$ cat src/rtl/narrow_sat_arbiter.sv
// narrow_sat_arbiter
//   Round-robin arbiter feeding one shared saturating narrowing stage.
//   Each requester presents a signed Q8.24 (2W-bit) accumulator value; the
//   granted one is narrowed to a signed Q4.12 (W-bit) sample, clipped to the
//   W-bit range with overflow/underflow flags, and registered with its id.
//   Saturating event counters record clip events for debug readout.
//
//   Optional build macro NARROW_SAT_ROUND_EN: round-half-up (add 2^(SHIFT-1)
//   before range check and slice) instead of truncation toward -inf.
//
// Ports
//   clk         clock, all state on posedge
//   rst         asynchronous active-low reset
//   req_valid   [N]        requester has data
//   req_data    [N*2W]     packed signed inputs, requester i at [i*2W +: 2W]
//   req_ready   [N]        one-hot grant (combinational)
//   out_valid              output register holds a result
//   out_ready              downstream accepts
//   out_data    [W]        narrowed signed result
//   out_id      [log2 N]   index of producing requester
//   out_ovf / out_udf      result clipped high / low
//   clr_counts             synchronous clear of both counters
//   ovf_count / udf_count  [CW] saturating clip-event counters
module narrow_sat_arbiter #(
  parameter int W     = 16,
  parameter int N     = 4,
  parameter int SHIFT = 12,
  parameter int CW    = 16
) (
  input  logic                   clk,
  input  logic                   rst,
  input  logic [N-1:0]           req_valid,
  input  logic [N*2*W-1:0]       req_data,
  output logic [N-1:0]           req_ready,
  output logic                   out_valid,
  input  logic                   out_ready,
  output logic [W-1:0]           out_data,
  output logic [$clog2(N)-1:0]   out_id,
  output logic                   out_ovf,
  output logic                   out_udf,
  input  logic                   clr_counts,
  output logic [CW-1:0]          ovf_count,
  output logic [CW-1:0]          udf_count
);

  localparam int IW  = $clog2(N);
  localparam int EXT = 2 * W + 1;
  localparam logic signed [EXT-1:0] ONE = 1;
  localparam logic signed [EXT-1:0] LO  = -(ONE <<< (W - 1 + SHIFT));
  localparam logic signed [EXT-1:0] HI  = ((ONE <<< (W - 1)) - ONE) <<< SHIFT;

  logic [IW-1:0]  ptr_q, ptr_d;
  logic           valid_q, valid_d;
  logic [W-1:0]   data_q, data_d;
  logic [IW-1:0]  id_q, id_d;
  logic           ovf_q, ovf_d;
  logic           udf_q, udf_d;
  logic [CW-1:0]  ovf_cnt_q, ovf_cnt_d;
  logic [CW-1:0]  udf_cnt_q, udf_cnt_d;

  logic                  can_accept;
  logic                  gnt_any;
  logic [IW-1:0]         gnt_idx;
  logic [2*W-1:0]        sel_data;
  logic signed [EXT-1:0] inp_x;
  logic                  nar_ovf, nar_udf;
  logic [W-1:0]          nar_data;

  assign can_accept = !valid_q || out_ready;

  // Circular first-valid search starting at ptr_q.
  always_comb begin
    req_ready = '0;
    gnt_any   = 1'b0;
    gnt_idx   = '0;
    if (can_accept) begin
      for (int unsigned k = 0; k < N; k++) begin
        if (!gnt_any && req_valid[(32'(ptr_q) + k) % N]) begin
          gnt_any = 1'b1;
          gnt_idx = IW'((32'(ptr_q) + k) % N);
        end
      end
    end
    if (gnt_any) req_ready[gnt_idx] = 1'b1;
  end

  assign sel_data = req_data[32'(gnt_idx) * (2 * W) +: 2 * W];

  // One extra bit keeps the optional rounding add from wrapping.
`ifdef NARROW_SAT_ROUND_EN
  assign inp_x = {sel_data[2*W-1], sel_data} + (ONE <<< (SHIFT - 1));
`else
  assign inp_x = {sel_data[2*W-1], sel_data};
`endif

  always_comb begin
    nar_udf  = (inp_x < LO);
    nar_ovf  = (inp_x > HI);
    nar_data = inp_x[W+SHIFT-1:SHIFT];
    if (nar_udf)      nar_data = {1'b1, {(W-1){1'b0}}};
    else if (nar_ovf) nar_data = {1'b0, {(W-1){1'b1}}};
  end

  always_comb begin
    ptr_d   = ptr_q;
    valid_d = valid_q;
    data_d  = data_q;
    id_d    = id_q;
    ovf_d   = ovf_q;
    udf_d   = udf_q;
    if (gnt_any) begin
      ptr_d   = (32'(gnt_idx) == N - 1) ? '0 : gnt_idx + IW'(1);
      valid_d = 1'b1;
      data_d  = nar_data;
      id_d    = gnt_idx;
      ovf_d   = nar_ovf;
      udf_d   = nar_udf;
    end else if (valid_q && out_ready) begin
      valid_d = 1'b0;
    end
  end

  // Clear wins over a same-cycle increment; counters stick at all-ones.
  always_comb begin
    ovf_cnt_d = ovf_cnt_q;
    udf_cnt_d = udf_cnt_q;
    if (clr_counts) begin
      ovf_cnt_d = '0;
      udf_cnt_d = '0;
    end else if (gnt_any) begin
      if (nar_ovf && ovf_cnt_q != '1) ovf_cnt_d = ovf_cnt_q + CW'(1);
      if (nar_udf && udf_cnt_q != '1) udf_cnt_d = udf_cnt_q + CW'(1);
    end
  end

  always_ff @(posedge clk or negedge rst) begin
    if (!rst) begin
      ptr_q     <= '0;
      valid_q   <= 1'b0;
      data_q    <= '0;
      id_q      <= '0;
      ovf_q     <= 1'b0;
      udf_q     <= 1'b0;
      ovf_cnt_q <= '0;
      udf_cnt_q <= '0;
    end else begin
      ptr_q     <= ptr_d;
      valid_q   <= valid_d;
      data_q    <= data_d;
      id_q      <= id_d;
      ovf_q     <= ovf_d;
      udf_q     <= udf_d;
      ovf_cnt_q <= ovf_cnt_d;
      udf_cnt_q <= udf_cnt_d;
    end
  end

  assign out_valid = valid_q;
  assign out_data  = data_q;
  assign out_id    = id_q;
  assign out_ovf   = ovf_q;
  assign out_udf   = udf_q;
  assign ovf_count = ovf_cnt_q;
  assign udf_count = udf_cnt_q;

endmodule

$ cat config.mk
export PLATFORM = sky130hd
export DESIGN_NAME = narrow_sat_arbiter
export DESIGN_NICKNAME = d
export VERILOG_FILES = /design/src/rtl/narrow_sat_arbiter.sv
export SDC_FILE = /design/constraint.sdc
export NUM_CORES = 1
export LEC_CHECK = 0
export ABC_CLOCK_PERIOD_IN_PS = 4600
export CORE_MARGIN = 3
export CORE_UTILIZATION = 43
export CTS_CLUSTER_DIAMETER = 60
export DETAILED_ROUTE_END_ITERATION = 6
export PLACE_DENSITY = 0.95
export SLEW_MARGIN = 20
export SYNTH_ARGS = -nofsm -noshare
export SYNTH_HDL_FRONTEND = slang
export SYNTH_SLANG_ARGS = --single-unit
$ cat constraint.sdc
create_clock -name clk -period 4.6 [get_ports clk]
set_clock_uncertainty 0.05 [all_clocks]
set_input_delay 0.92 -clock clk [delete_from_list [all_inputs] [get_ports clk]]
set_output_delay 0.92 -clock clk [all_outputs]
set_load 0.005 [all_outputs]
After elaboration in Yosys (flattened, before gate mapping)
Cells that the tools add are included.
Word-level totals
  bits in registers: 55
  input bits: 136
  logic and storage cells: 79
Operators by class
  $add $sub $neg: 6
  $lt $le $gt $ge: 8
  eq/ne operators: 3
  shifts and indexed selects: 1
  mux-type cells: 35
  reductions and logical operators: 18
Operators with widths (count)
  16-bit 2-to-1 mux: 8
  128-bit by 8-bit indexed part select with 32-bit output: 1
  16-bit by 1-bit adder with 16-bit output (second input constant): 2
  32-bit by 28-bit > comparator with 1-bit output (second input constant): 1
  32-bit by 28-bit less-than comparator with 1-bit output (second input constant): 1
  16-bit inequality test (second input constant): 2
  2-bit by 3-bit less-than comparator with 1-bit output (second input constant): 5
  1-bit 2-to-1 mux: 15
  2-bit 2-to-1 mux: 6
  1-bit binary-select mux with 2-bit select: 4
  2-bit nonzero test: 4
  1-bit logical AND: 7
  2-bit by 1-bit adder with 2-bit output (second input constant): 2
  2-bit adder (second input constant): 2
  1-bit logical NOT: 4
  4-bit 2-to-1 mux: 1
  2-bit AND reduction: 2
  1-bit demux with 2-bit select: 1
  2-bit equality test (second input constant): 1
  2-bit by 1-bit greater-or-equal comparator with 1-bit output (second input constant): 1
  1-bit logical OR: 1

Depth between registers and ports, before layout
Gate-level depths: netlist of the first run.
  depth after elaboration: 22
  gate-level depth with buffers: 13
  gate-level depth less buffers: 10

Least setup slack after synthesis of the first run
No wires, ideal clock.
  path type: in2reg
  from: input out_ready
  to: register ovf_cnt_q[6] (netlist: ovf_count[6])
  data arrival time: 3.417 ns
  setup slack: 1.005 ns
  stages: 12
  cell sequence: nand2b_1 > a21boi_2 > o2111a_1 > buf_2 > buf_4 > inv_2 > mux2_2 > nor4b_2 > a21oi_2 > buf_4 > nor4_1 > mux2_1
Between the ends
  word-level cells in the longest chain between the ends: 7
  elaborated cells on any way between the ends: 9
  classes of those cells: order compare: 1; shift: 1; mux: 2; reduce/logical: 5
RTL lines
  from (decl): RTL line 36  | input logic out_ready,
  1-bit logical OR: RTL line 69  | assign can_accept = !valid_q || out_ready;
  2-bit 2-to-1 mux: RTL line 76  | if (can_accept) begin
  via gnt_idx[0]: RTL line 63  | logic [IW-1:0] gnt_idx;
  128-bit by 8-bit indexed part select with 32-bit output: RTL line 87  | assign sel_data = req_data[32'(gnt_idx) * (2 * W) +: 2 * W];
  32-bit by 28-bit > comparator with 1-bit output: RTL line 98  | nar_ovf = (inp_x > HI);
  1-bit logical AND: RTL line 131  | if (nar_ovf && ovf_cnt_q != '1) ovf_cnt_d = ovf_cnt_q + CW'(1);
  2-bit nonzero test (no source line)
  2-bit AND reduction (no source line)
  to (signal assigned): RTL line 153  | ovf_cnt_q <= ovf_cnt_d;
  to (decl): RTL line 58  | logic [CW-1:0] ovf_cnt_q, ovf_cnt_d;
The timed path passes the listed nets, and every way through them passes these cells.
A chain may end at the register's enable or synchronous reset.

Final worst setup path of the first run
  from: input req_valid[0]
  to: output req_ready[0]
Between the ends
  word-level cells in the longest chain between the ends: 21
  elaborated cells on any way between the ends: 33
  classes of those cells: order compare: 2; mux: 24; reduce/logical: 7
RTL lines
  from (decl): RTL line 32  | input logic [N-1:0] req_valid,
  1-bit binary-select mux with 2-bit select: RTL line 78  | if (!gnt_any && req_valid[(32'(ptr_q) + k) % N]) begin
  1-bit 2-to-1 mux (not written as such): RTL line 78
  1-bit 2-to-1 mux: RTL line 78
  1-bit 2-to-1 mux: RTL line 76
  1-bit logical NOT: RTL line 78
  1-bit logical AND: RTL line 78
  1-bit 2-to-1 mux: RTL line 78
  1-bit 2-to-1 mux: RTL line 76
  [... 5 more ...]
  1-bit logical AND: RTL line 78
  2-bit 2-to-1 mux: RTL line 78
  2-bit 2-to-1 mux: RTL line 76
  2-bit by 3-bit less-than comparator with 1-bit output (not written as such) or 2-bit by 1-bit greater-or-equal comparator with 1-bit output (tied branches): RTL line 84  | if (gnt_any) req_ready[gnt_idx] = 1'b1;
  1-bit logical AND (not written as such): RTL line 84
  1-bit 2-to-1 mux (not written as such): RTL line 84
  1-bit demux with 2-bit select: RTL line 84
  4-bit 2-to-1 mux *: RTL line 84
  to (decl): RTL line 34  | output logic [N-1:0] req_ready,
Mark *: on every way between the ends. The rest lies on a longest branch, timed or not. The select of a mux whose other input is x is not followed.

==> results.sh, run 1 <==
export IMPL_crit_path_end_kind="output pin"
export IMPL_drt_iter0_drc=105
export IMPL_timing_rr_start="ptr_q[1]$_DFFE_PN0P_"
export IMPL_ys_seq_area_frac=0.372
export IMPL_ctsHoldBuffers=0
export IMPL_tightest_slew_ps=703
export IMPL_fin_setup_tns_ps=0
export IMPL_synth_area_leaders="dfrtp_1 37%, mux4_2 9.1%, nor2_1 4.9%"
export IMPL_setup_viol=0
export IMPL_status="complete, no violations"
export IMPL_dp_hpwl_mm=9.72
export IMPL_start_util=0.445
export IMPL_route_antenna_remaining_nets=0
export IMPL_reg2reg_slack_ps=1180
export IMPL_clock_fmax_ghz=0.225
export IMPL_pin_count=193
export IMPL_cts_max_level=2
export IMPL_fin_crit_sh=0.967
export IMPL_fillers=605
export IMPL_synth_top_cell_area_share=0.372
export IMPL_drive_gt1_frac=0.0838
export IMPL_final_cell_mix="190 x clkdlybuf4s50_1, 55 x dfrtp_1, 48 x nor2_1"
export IMPL_synth_seq_cells=55
export IMPL_synth_ff_type="dfrtp_1"
export IMPL_crit_path_max_fanout=20
export IMPL_power_density_nw_per_um2=280
export IMPL_worstPathRequired_ps=3630
export IMPL_overflow=0
export IMPL_cts_sinks=55
export IMPL_grt_max_degree=56
export IMPL_postCtsResizedCells=0
export IMPL_via_per_inst=5.67
export IMPL_root_buffer="clkbuf_8"
export IMPL_leakage_nw=2.24
export IMPL_synth_yosys_warnings=0
export IMPL_fp_dieArea_sq_um=9740
export IMPL_syn_avg_cell_area_sq_um=9.55
export IMPL_fin_hold_ws_ps=439
export IMPL_ys_types=60
export IMPL_drc=0
export IMPL_async_flop_share=1.00
export IMPL_portBuffers=192
export IMPL_min_to="out_id[0]$_DFFE_PN0P_"
export IMPL_grt_pass1_wl_mm=20.0
export IMPL_finalHoldViolations=0
export IMPL_drv_slew=0
export IMPL_clk_latency_ps=310
export IMPL_numCtsBuffers=5
export IMPL_place_congestion=0.932
export IMPL_area_growth_pct=57.4
export IMPL_cp_start_kind="input port"
export IMPL_cts_tree="built"
export IMPL_antenna_found_initial=0
export IMPL_max_slew_margin=0.531
export IMPL_hold_depth=2
export IMPL_stdcell_area_sq_um=5820
export IMPL_maxCapViolations=0
export IMPL_post_cts_buffers=0
export IMPL_synthCells=387
export IMPL_period_minus_slack_ps=4450
export IMPL_grt_use_total=0.254
export IMPL_grt_pass1_vias=4105
export IMPL_cts_buffer_depth=2
export IMPL_wl_mm=12.0
export IMPL_synth_area_sq_um=3700
export IMPL_clkSlewWorstSetupHoldPaths_ps=100
export IMPL_drt_pass1_iter_count=4
export IMPL_yosys_area_top_type="dfrtp_1"
export IMPL_vias=3844
export IMPL_synth_edf_count=0
export IMPL_peakVddDrop_mv=0.202
export IMPL_coreArea_sq_um=8300
export IMPL_worstHoldStart="out_id[0]$_DFFE_PN0P_"
export IMPL_die_h_um=98.7
export IMPL_worstPathArrival_ps=3480
export IMPL_hold_path_class="reg -> reg"
export IMPL_post_route_util=0.701
export IMPL_rr_worst_depth=11
export IMPL_routedWlPerCell_um=17.8
export IMPL_rsz0062_at_grt="false"
export IMPL_place_area_sq_um=5710
export IMPL_reg2reg_to="ovf_count[6]$_DFFE_PN0P_"
export IMPL_synth_nets=529
export IMPL_row_count=33
export IMPL_fin_nets=714
export IMPL_worstSetupPathType="in -> out"
export IMPL_diodes=0
export IMPL_power_total_mw=1.63
export IMPL_die_x_um=98.7
export IMPL_final_common_cell="clkdlybuf4s50_1"
[power by group]
group          internal (mW)  leakage, nW  switching [mW]
logic                  0.384         1.47           0.296
registers              0.557        0.715          0.0621
clock network          0.164       0.0548           0.165
[per-layer routing]
metal,global-route usage,vias to the layer above,part of all wire
li1,-,1810,-
met1,0.289,1831,0.36
met2,0.458,173,0.54
met3,0.0609,30,0.072
met4,0.0987,0,0.034
met5,0,-,0
[synthesized netlist by cell type, types with 2 or more instances]
| master | n |
|---|---|
| nor2b_1 | 5 |
| or4_1 | 11 |
| nor4_1 | 14 |
| o2111ai_1 | 2 |
| buf_4 | 6 |
| nor4bb_1 | 2 |
| nor3_1 | 2 |
| inv_1 | 9 |
| clkbuf_1 | 14 |
| o31ai_1 | 8 |
| buf_2 | 3 |
| xor2_1 | 4 |
| nand3_1 | 22 |
| nand2_1 | 21 |
| and4_1 | 4 |
| mux4_2 | 15 |
| mux2_1 | 5 |
| a21oi_1 | 26 |
| nand2b_1 | 4 |
| nor2_1 | 48 |
| o41ai_1 | 3 |
| nor3b_1 | 3 |
| and2_1 | 5 |
| ha_1 | 6 |
| and3_1 | 7 |
| nand4_1 | 7 |
| o21ai_0 | 16 |
| dfrtp_1 | 55 |
| or3_1 | 2 |
| o21ai_1 | 3 |
| nor4b_1 | 3 |
| mux2i_1 | 16 |
| xnor2_1 | 9 |
[per-stage QoR]
| stage | setup slack (ps) | cells |
|---|---|---|
| 2_1_floorplan | 1010 | 387 |
| 6_report | 153 | 678 |
| 3_3_place_gp | 277 | 670 |
| 5_1_grt | 6.44 | 678 |
| 4_1_cts | 145 | 678 |
| 3_5_place_dp | 110 | 670 |
[state kept, by name, summed over array words and instances, names as in the netlist]
| register | flops |
|---|---|
| out_udf | 1 |
| out_ovf | 1 |
| out_valid | 1 |
| ovf_count | 16 |
| udf_count | 16 |
| ptr_q | 2 |
| out_data | 16 |
| out_id | 2 |
[final cells by class]
cell class,count,area [sq um],area share
Timing Repair Buffer,203,1990,0.343
Sequential cell,55,1380,0.237
Inverter,10,37.5,0.00645
Multi-Input combinational cell,297,2160,0.372
Tap cell,105,131,0.0226
Clock buffer,5,68.8,0.0118
Clock inverter,3,46.3,0.00796
[worst max path at each step]
stage,from,to,slack [ps],cells past startpoint
after floorplan,out_ready,ovf_count[6]$_DFFE_PN0P_,1010,12
after global placement,req_valid[0],ovf_count[6]$_DFFE_PN0P_,280,12
after detailed placement,req_valid[0],ovf_count[6]$_DFFE_PN0P_,110,12
after CTS,req_valid[0],req_ready[0],150,9
after global routing,req_valid[0],req_ready[0],6,9
final,req_valid[0],req_ready[0],150,9
[worst max-delay path, stage by stage]
cell             delay (ps)
clkdlybuf4s50_1         590
nor4bb_1                410
a211o_1                 210
o211a_1                 170
buf_4                   280
inv_1                   130
ha_1                    190
and2_1                  130
clkdlybuf4s50_1         450
[cells by family (layout without fill, tap and decap cells)]
family,count (synthesis),after routing,synth area share
AND/OR/NAND/NOR,167,167,0.246
multiplexers,37,37,0.153
adder cells (fa/ha/maj),6,6,0.0203
AO/OA/AOI/OAI,74,74,0.133
flip-flops,55,55,0.372
buffers and inverters,35,221,0.0447
XOR/XNOR,13,13,0.0308
(Power assumes the default switching activity.)
==> run 2: changes to the inputs <==
ABC_CLOCK_PERIOD_IN_PS = unset   (was 4600)
SLEW_MARGIN = unset   (was 20)
==> run 2 against run 1 <==
Effect of this change:
- register-to-register slack about the same
- power about the same
- sequential share of layout area hardly changed
- count of clock-buffer cells in the layout did not move
- core utilization up 0.060 points
- cell count unchanged
- via count is essentially flat
- combinational power hardly changed
- setup slack worse by 1.1 ps
- non-clock buffer count unchanged
- sequential cell count did not move
- critical path type unchanged
- highest routed layer unchanged
==> results.sh, run 2 (synthesized netlist as in run 1, its figures left out) <==
export IMPL_status="complete, no violations"
export IMPL_final_cells=678
export IMPL_period_minus_slack_ps=4450
export IMPL_cts_tree="built"
export IMPL_clock_fmax_ghz=0.225
export IMPL_finalHoldViolations=0
export IMPL_finalWorstSetupSlack_ps=152
export IMPL_vias=3847
export IMPL_reg2reg_slack_ps=1170
export IMPL_dp_cells=670
export IMPL_postCtsResizedCells=0
export IMPL_cts_max_level=2
export IMPL_clk_latency_ps=310
export IMPL_route_antenna_remaining_nets=0
export IMPL_drv_slew=0
export IMPL_final_cell_mix="191 x clkdlybuf4s50_1, 55 x dfrtp_1, 48 x nor2_1"
export IMPL_tightest_slew_ps=1040
export IMPL_maxCapViolations=0
export IMPL_dp_hpwl_mm=9.72
export IMPL_worstPathRequired_ps=3630
export IMPL_fin_nets=714
export IMPL_overflow=0
export IMPL_pin_count=193
export IMPL_min_to="out_id[0]$_DFFE_PN0P_"
export IMPL_power_density_nw_per_um2=280
export IMPL_worstHoldStart="out_id[0]$_DFFE_PN0P_"
export IMPL_root_buffer="clkbuf_8"
export IMPL_hold_depth=2
export IMPL_drt_iter0_drc=105
export IMPL_grt_pass1_wl_mm=20.0
export IMPL_rr_worst_depth=11
export IMPL_start_util=0.445
export IMPL_rsz0062_at_grt="false"
export IMPL_die_h_um=98.7
export IMPL_worstPathArrival_ps=3480
export IMPL_drive_gt1_frac=0.0820
export IMPL_crit_path_max_fanout=20
export IMPL_fin_hold_ws_ps=439
export IMPL_cts_sinks=55
export IMPL_diodes=0
export IMPL_hold_path_class="reg -> reg"
export IMPL_row_count=33
export IMPL_post_route_util=0.701
export IMPL_portBuffers=192
export IMPL_die_x_um=98.7
export IMPL_ctsHoldBuffers=0
export IMPL_via_per_inst=5.67
export IMPL_max_slew_margin=0.303
export IMPL_final_common_cell="clkdlybuf4s50_1"
export IMPL_setup_viol=0
export IMPL_fillers=605
export IMPL_cts_buffer_depth=2
export IMPL_grt_max_degree=56
export IMPL_fin_setup_tns_ps=0
export IMPL_drc=0
export IMPL_area_growth_pct=57.5
export IMPL_numCtsBuffers=5
export IMPL_post_cts_buffers=0
export IMPL_grt_use_total=0.254
export IMPL_peakVddDrop_mv=0.202
export IMPL_dp_slack_ps=110
export IMPL_routedWlPerCell_um=17.8
export IMPL_clkSlewWorstSetupHoldPaths_ps=100
export IMPL_timing_rr_start="ptr_q[1]$_DFFE_PN0P_"
export IMPL_wl_mm=12.1
export IMPL_antenna_found_initial=0
export IMPL_place_congestion=0.932
export IMPL_worstSetupPathType="in -> out"
export IMPL_leakage_nw=2.24
export IMPL_grt_pass1_vias=4105
export IMPL_coreArea_sq_um=8300
export IMPL_fin_crit_sh=0.967
export IMPL_crit_path_end_kind="output pin"
export IMPL_reg2reg_to="ovf_count[6]$_DFFE_PN0P_"
export IMPL_drt_pass1_iter_count=4
export IMPL_cp_start_kind="input port"
export IMPL_fp_dieArea_sq_um=9740
==> run 2: cell count changes in the layout (fill, tap and decap cells not counted), sizes merged <==
cell	before	now
buf	13	12
clkdlybuf4s50	190	191
==> run 2: where the power goes <==
group          internal [mW]  switching, mW  total, mW  leakage (nW)
Combinational          0.385          0.296      0.680          1.47
Sequential             0.557         0.0622      0.619         0.715
Clock                  0.164          0.166      0.330        0.0548
==> run 2: worst max path at each step <==
stage	endpoint	start
global placement	ovf_count[6]$_DFFE_PN0P_	req_valid[0]
detailed placement	ovf_count[6]$_DFFE_PN0P_	req_valid[0]
floorplan	ovf_count[6]$_DFFE_PN0P_	out_ready
CTS	req_ready[0]	req_valid[0]
global route	req_ready[0]	req_valid[0]
finish	req_ready[0]	req_valid[0]
==> run 2: final cells by class <==
type / instances / area [sq um] / share of cell area
clock buffers: 5 / 68.8 / 0.0118
well taps: 105 / 131 / 0.0226
inverters: 10 / 37.5 / 0.00645
clock inverters: 3 / 46.3 / 0.00795
multi-input cells: 297 / 2160 / 0.371
repair buffers: 203 / 2000 / 0.343
flip-flops and latches: 55 / 1380 / 0.236
==> run 2: per-layer routing <==
| metal | GRT usage | vias up | part of all wire |
|---|---|---|---|
| li1 | - | 1810 | - |
| met1 | 0.289 | 1829 | 0.36 |
| met2 | 0.458 | 178 | 0.54 |
| met3 | 0.0609 | 30 | 0.074 |
| met4 | 0.0987 | 0 | 0.034 |
| met5 | 0 | - | 0 |
==> run 2: critical path: stages <==
cell and delay, ps:
clkdlybuf4s50_1 590, nor4bb_1 410, a211o_1 210, o211a_1 170, buf_4 280, inv_1 130
ha_1 190, and2_1 130, clkdlybuf4s50_1 450
==> run 2: through the flow <==
stage / cell area, sq um / total power [mW]
2_1_floorplan: 3700 / 0.942
3_3_place_gp: 5710 / 1.28
3_5_place_dp: 5710 / 1.31
4_1_cts: 5820 / 1.64
5_1_grt: 5820 / 1.72
6_report: 5820 / 1.63
==> run 3: changes to the inputs <==
RECOVER_POWER = 50   (was unset)
==> run 3 against run 2 <==
Effect of this change:
- the run now ends with capacitance limit, slew limit left
- power decreased by 1.7%
- die area unchanged
- via count about the same
- combinational power decreased by 3.5%
- first-iteration DRC count increased by 6.7%
- cell count unchanged
- non-clock buffer count unchanged
- register-to-register slack about the same
==> results.sh, run 3 (synthesized netlist as in run 1, its figures left out) <==
export IMPL_start_util=0.445
export IMPL_wl_met2_mm=6.41
export IMPL_via_per_inst=5.67
export IMPL_numCtsBuffers=5
export IMPL_failed_checks="capacitance limit, slew limit"
export IMPL_slowest_stage="clkdlybuf4s50_1"
export IMPL_slowest_delay_ps=590
export IMPL_crit_top_cell="clkdlybuf4s50_1"
export IMPL_path_buf_inv=4
export IMPL_vias=3844
export IMPL_top_layer_used="met4"
export IMPL_drv_slew=56
export IMPL_post_cts_buffers=0
export IMPL_area_growth_pct=57.4
export IMPL_wl_met1_mm=4.34
export IMPL_coreArea_sq_um=8300
export IMPL_place_congestion=0.932
export IMPL_cts_buffer_depth=2
export IMPL_hold_path_class="reg -> reg"
export IMPL_postCtsResizedCells=0
export IMPL_diodes=0
export IMPL_drive_gt1_frac=0.0803
export IMPL_fin_nets=714
export IMPL_clk_latency_ps=310
export IMPL_die_h_um=98.7
export IMPL_final_cells=678
export IMPL_overflow=0
export IMPL_cp_start_kind="input port"
export IMPL_period_minus_slack_ps=4450
export IMPL_routedWlPerCell_um=17.7
export IMPL_tightest_slew_ps=2970
export IMPL_drt_iter0_drc=112
export IMPL_grt_pass1_wl_mm=20.0
export IMPL_wl_met3_um=853
export IMPL_finalHoldViolations=0
export IMPL_final_common_cell="clkdlybuf4s50_1"
export IMPL_portBuffers=192
export IMPL_status="finished with violations"
export IMPL_row_count=33
export IMPL_clkSlewWorstSetupHoldPaths_ps=100
export IMPL_worstPathArrival_ps=3480
export IMPL_wl_mm=12.0
export IMPL_maxCapViolations=1
export IMPL_root_buffer="clkbuf_8"
export IMPL_worstSetupPathType="in -> out"
export IMPL_crit_family="buffers and inverters"
export IMPL_grt_use_total=0.254
export IMPL_crit_chain="clkdlybuf4s50_1 -> nor4bb_1 -> a211o_1 -> o211a_1 -> buf_4 -> inv_1 -> ha_1 -> and2_1 -> clkdlybuf4s50_1"
export IMPL_pin_count=193
export IMPL_drt_pass1_iter_count=4
export IMPL_grt_max_degree=56
export IMPL_clock_fmax_ghz=0.225
export IMPL_max_slew_margin=-0.982
export IMPL_cts_tree="built"
export IMPL_fp_dieArea_sq_um=9740
export IMPL_crit_path_end_kind="output pin"
export IMPL_dp_cells=670
export IMPL_fin_setup_tns_ps=0
export IMPL_fin_crit_sh=0.967
export IMPL_drc=0
export IMPL_stdcell_area_sq_um=5820
export IMPL_dp_hpwl_mm=9.72
export IMPL_cts_sinks=55
export IMPL_crit_path_max_fanout=20
export IMPL_place_area_sq_um=5710
export IMPL_peakVddDrop_mv=0.185
export IMPL_route_antenna_remaining_nets=0
export IMPL_cts_max_level=2
export IMPL_grt_pass1_vias=4105
export IMPL_worstPathRequired_ps=3630
export IMPL_die_x_um=98.7
export IMPL_ctsHoldBuffers=0
export IMPL_setup_viol=0
export IMPL_leakage_nw=2.26
export IMPL_final_cell_mix="164 x clkdlybuf4s50_1, 55 x dfrtp_1, 48 x nor2_1"
export IMPL_rsz0062_at_grt="false"
export IMPL_power_density_nw_per_um2=275
export IMPL_antenna_found_initial=0
-- run 3: routing by layer --
metal  global-route usage  up-vias
met1                0.289     1840
met4               0.0987        0
li1                     -     1811
met5                    0        -
met2                0.458      163
met3               0.0609       30
-- run 3: metrics by stage --
stage,hold slack (ps),util,power (mW),setup slack [ps]
5_1_grt,451,0.701,1.69,6.44
3_3_place_gp,412,0.688,1.28,277
6_report,436,0.701,1.60,150
2_1_floorplan,421,-,0.942,1010
4_1_cts,440,0.701,1.64,145
3_5_place_dp,416,0.688,1.31,110
-- run 3: power by group --
part	total (mW)	leakage (nW)	switching (mW)	internal (mW)
clock	0.331	0.0548	0.166	0.164
sequential	0.616	0.715	0.0587	0.557
combinational	0.656	1.49	0.295	0.360
total	1.60	2.26	0.520	1.08
-- run 3: path summary, 6_finish.rpt --
kind / start / to / slack [ps] / depth (start not counted)
setup / recovery: req_valid[0] / req_ready[0] / 150 / 9
hold reg to reg: out_id[0]$_DFFE_PN0P_ / out_id[0]$_DFFE_PN0P_ / 440 / 2
min in group asynchronous: rst / udf_count[0]$_DFFE_PN0P_ / 1620 / 2
hold / removal: out_id[0]$_DFFE_PN0P_ / out_id[0]$_DFFE_PN0P_ / 440 / 2
setup reg to reg: ptr_q[1]$_DFFE_PN0P_ / ovf_count[6]$_DFFE_PN0P_ / 1180 / 11
max in group asynchronous: rst / ovf_count[15]$_DFFE_PN0P_ / 1220 / 2
-- run 3: cell type report --
| class | instances | area (sq um) |
|---|---|---|
| fillers | 607 | 2480 |
| flip-flops and latches | 55 | 1380 |
| multi-input cells | 297 | 2160 |
| clock buffers | 5 | 68.8 |
| clock inverters | 3 | 46.3 |
| repair buffers | 203 | 2000 |
| well taps | 105 | 131 |
| inverters | 10 | 37.5 |
-- run 3: worst register-to-register path, cell delays in order, from the launching register on --
cell	delay, ps
dfrtp_1	460
and4bb_1	250
a211o_1	320
o211a_1	240
buf_4	220
mux2i_1	160
mux2_2	270
nor4b_2	340
a21oi_2	80
buf_4	220
nor4_1	330
mux2_1	360
==> variant (settings of run 2) <==
`SHIFT`: 12 -> 6.
--- a/src/rtl/narrow_sat_arbiter.sv
+++ b/src/rtl/narrow_sat_arbiter.sv
@@ -24,7 +24,7 @@
 module narrow_sat_arbiter #(
   parameter int W     = 16,
   parameter int N     = 4,
-  parameter int SHIFT = 12,
+  parameter int SHIFT = 6,
   parameter int CW    = 16
 ) (
   input  logic                   clk,
Behaviour: not the same (Yosys sat finds a counterexample within 4 cycles, from zero or initial values and one cycle with rst low).
==> variant against run 2 <==
Worst setup slack better by 100 ps. Global-route usage is 0.71 points lower. Count of clock-buffer cells in the layout is 1 higher. Sequential cell count stayed put. Cell count is 13% higher. Critical path depth is 1 lower. Total power is 3.7% higher. Design area is 4.3% higher. First-iteration DRC count is 110% higher. Area after synthesis is 6.2% higher. Wire length is 8.3% higher.
==> variant: results (changes against run 2) <==
status: "finished, final reports clean"
met2_usage_pct: 44.6  # -1.2 points
wl_per_cell_um: 17.0  # -4.5%
globalplace.congestion: 0.902  # -3.2%
reg2reg_setup_slack_ps: 1310  # +140 ps
synth_xor_xnor_area_share_pct: 3.35  # +0.27 points
synth_nets: 619  # +17%
synthDistinctLibCells: 49  # -18%
grtUsageMet1_pct: 29.0  # +0.15 points
hold-path-endpoint: "out_data[7]$_DFFE_PN0P_"
drt_iter0_drc: 219  # +110%
wl_met1_um: 4940  # +15%
synth_fa_ha_area_share_pct: 1.91  # -0.12 points
clkbuf_count: 6  # +1
syn_inst: 477  # +23%
yosys-mux-area-fraction_pct: 9.05  # -6.2 points
synth-compound-area-share_pct: 14.1  # +0.85 points
fin_cells: 769  # +13%
dr_wl_met2_um: 6740  # +4.5%
place_inst: 761  # +14%
worstHoldStart: "out_data[7]$_DFFE_PN0P_"
inv_count: 9  # -1
leakage_uw: 0.00238  # +6.5%
regToRegEndpoint: "udf_count[15]$_DFFE_PN0P_"
buffer_area_share_pct: 33.1  # -1.2 points
drive_gt1_share_pct: 6.96  # -1.2 points
hold-worst-slack_ps: 433  # -6.40 ps
via_per_inst: 5.86  # +3.2%
slew_headroom_pct: 53.9  # +24 points
seqPwrFrac_pct: 36.2  # -1.8 points
routed-wl-met3_um: 874  # -1.6%
p_comb_uw: 738  # +8.5%
place_hpwl_um: 10800  # +11%
-- variant: changes by cell type in the layout (fill, tap and decap cells not counted), sizes merged, moves of 9 or more --
cell / before / now
o21ai: 19 / 32
mux4: 15 / 2
a311oi: 0 / 11
nand4: 7 / 17
nor3: 2 / 11
nand2: 22 / 88
-- variant: how the worst max path moves through the flow --
stage	start	to
2_1_floorplan	req_valid[0]	req_ready[3]
3_3_place_gp	req_valid[1]	udf_count[15]$_DFFE_PN0P_
3_5_place_dp	req_valid[1]	udf_count[15]$_DFFE_PN0P_
4_1_cts	req_valid[1]	req_ready[3]
5_1_grt	req_valid[0]	req_ready[1]
6_report	req_valid[1]	req_ready[3]
-- variant: cell families after synthesis --
| logic type | count (synthesis) |
|---|---|
| flops | 55 |
| mux | 32 |
| xor+xnor | 15 |
| fa+ha+maj | 6 |
| compound gates | 84 |
| buf+inv | 36 |
| simple gates | 249 |
-- variant: what timing repair did --
action                     in CTS  in global routing
setup endpoints to repair       0                  2
hold buffers                    0                  0
resized for setup               0                  1
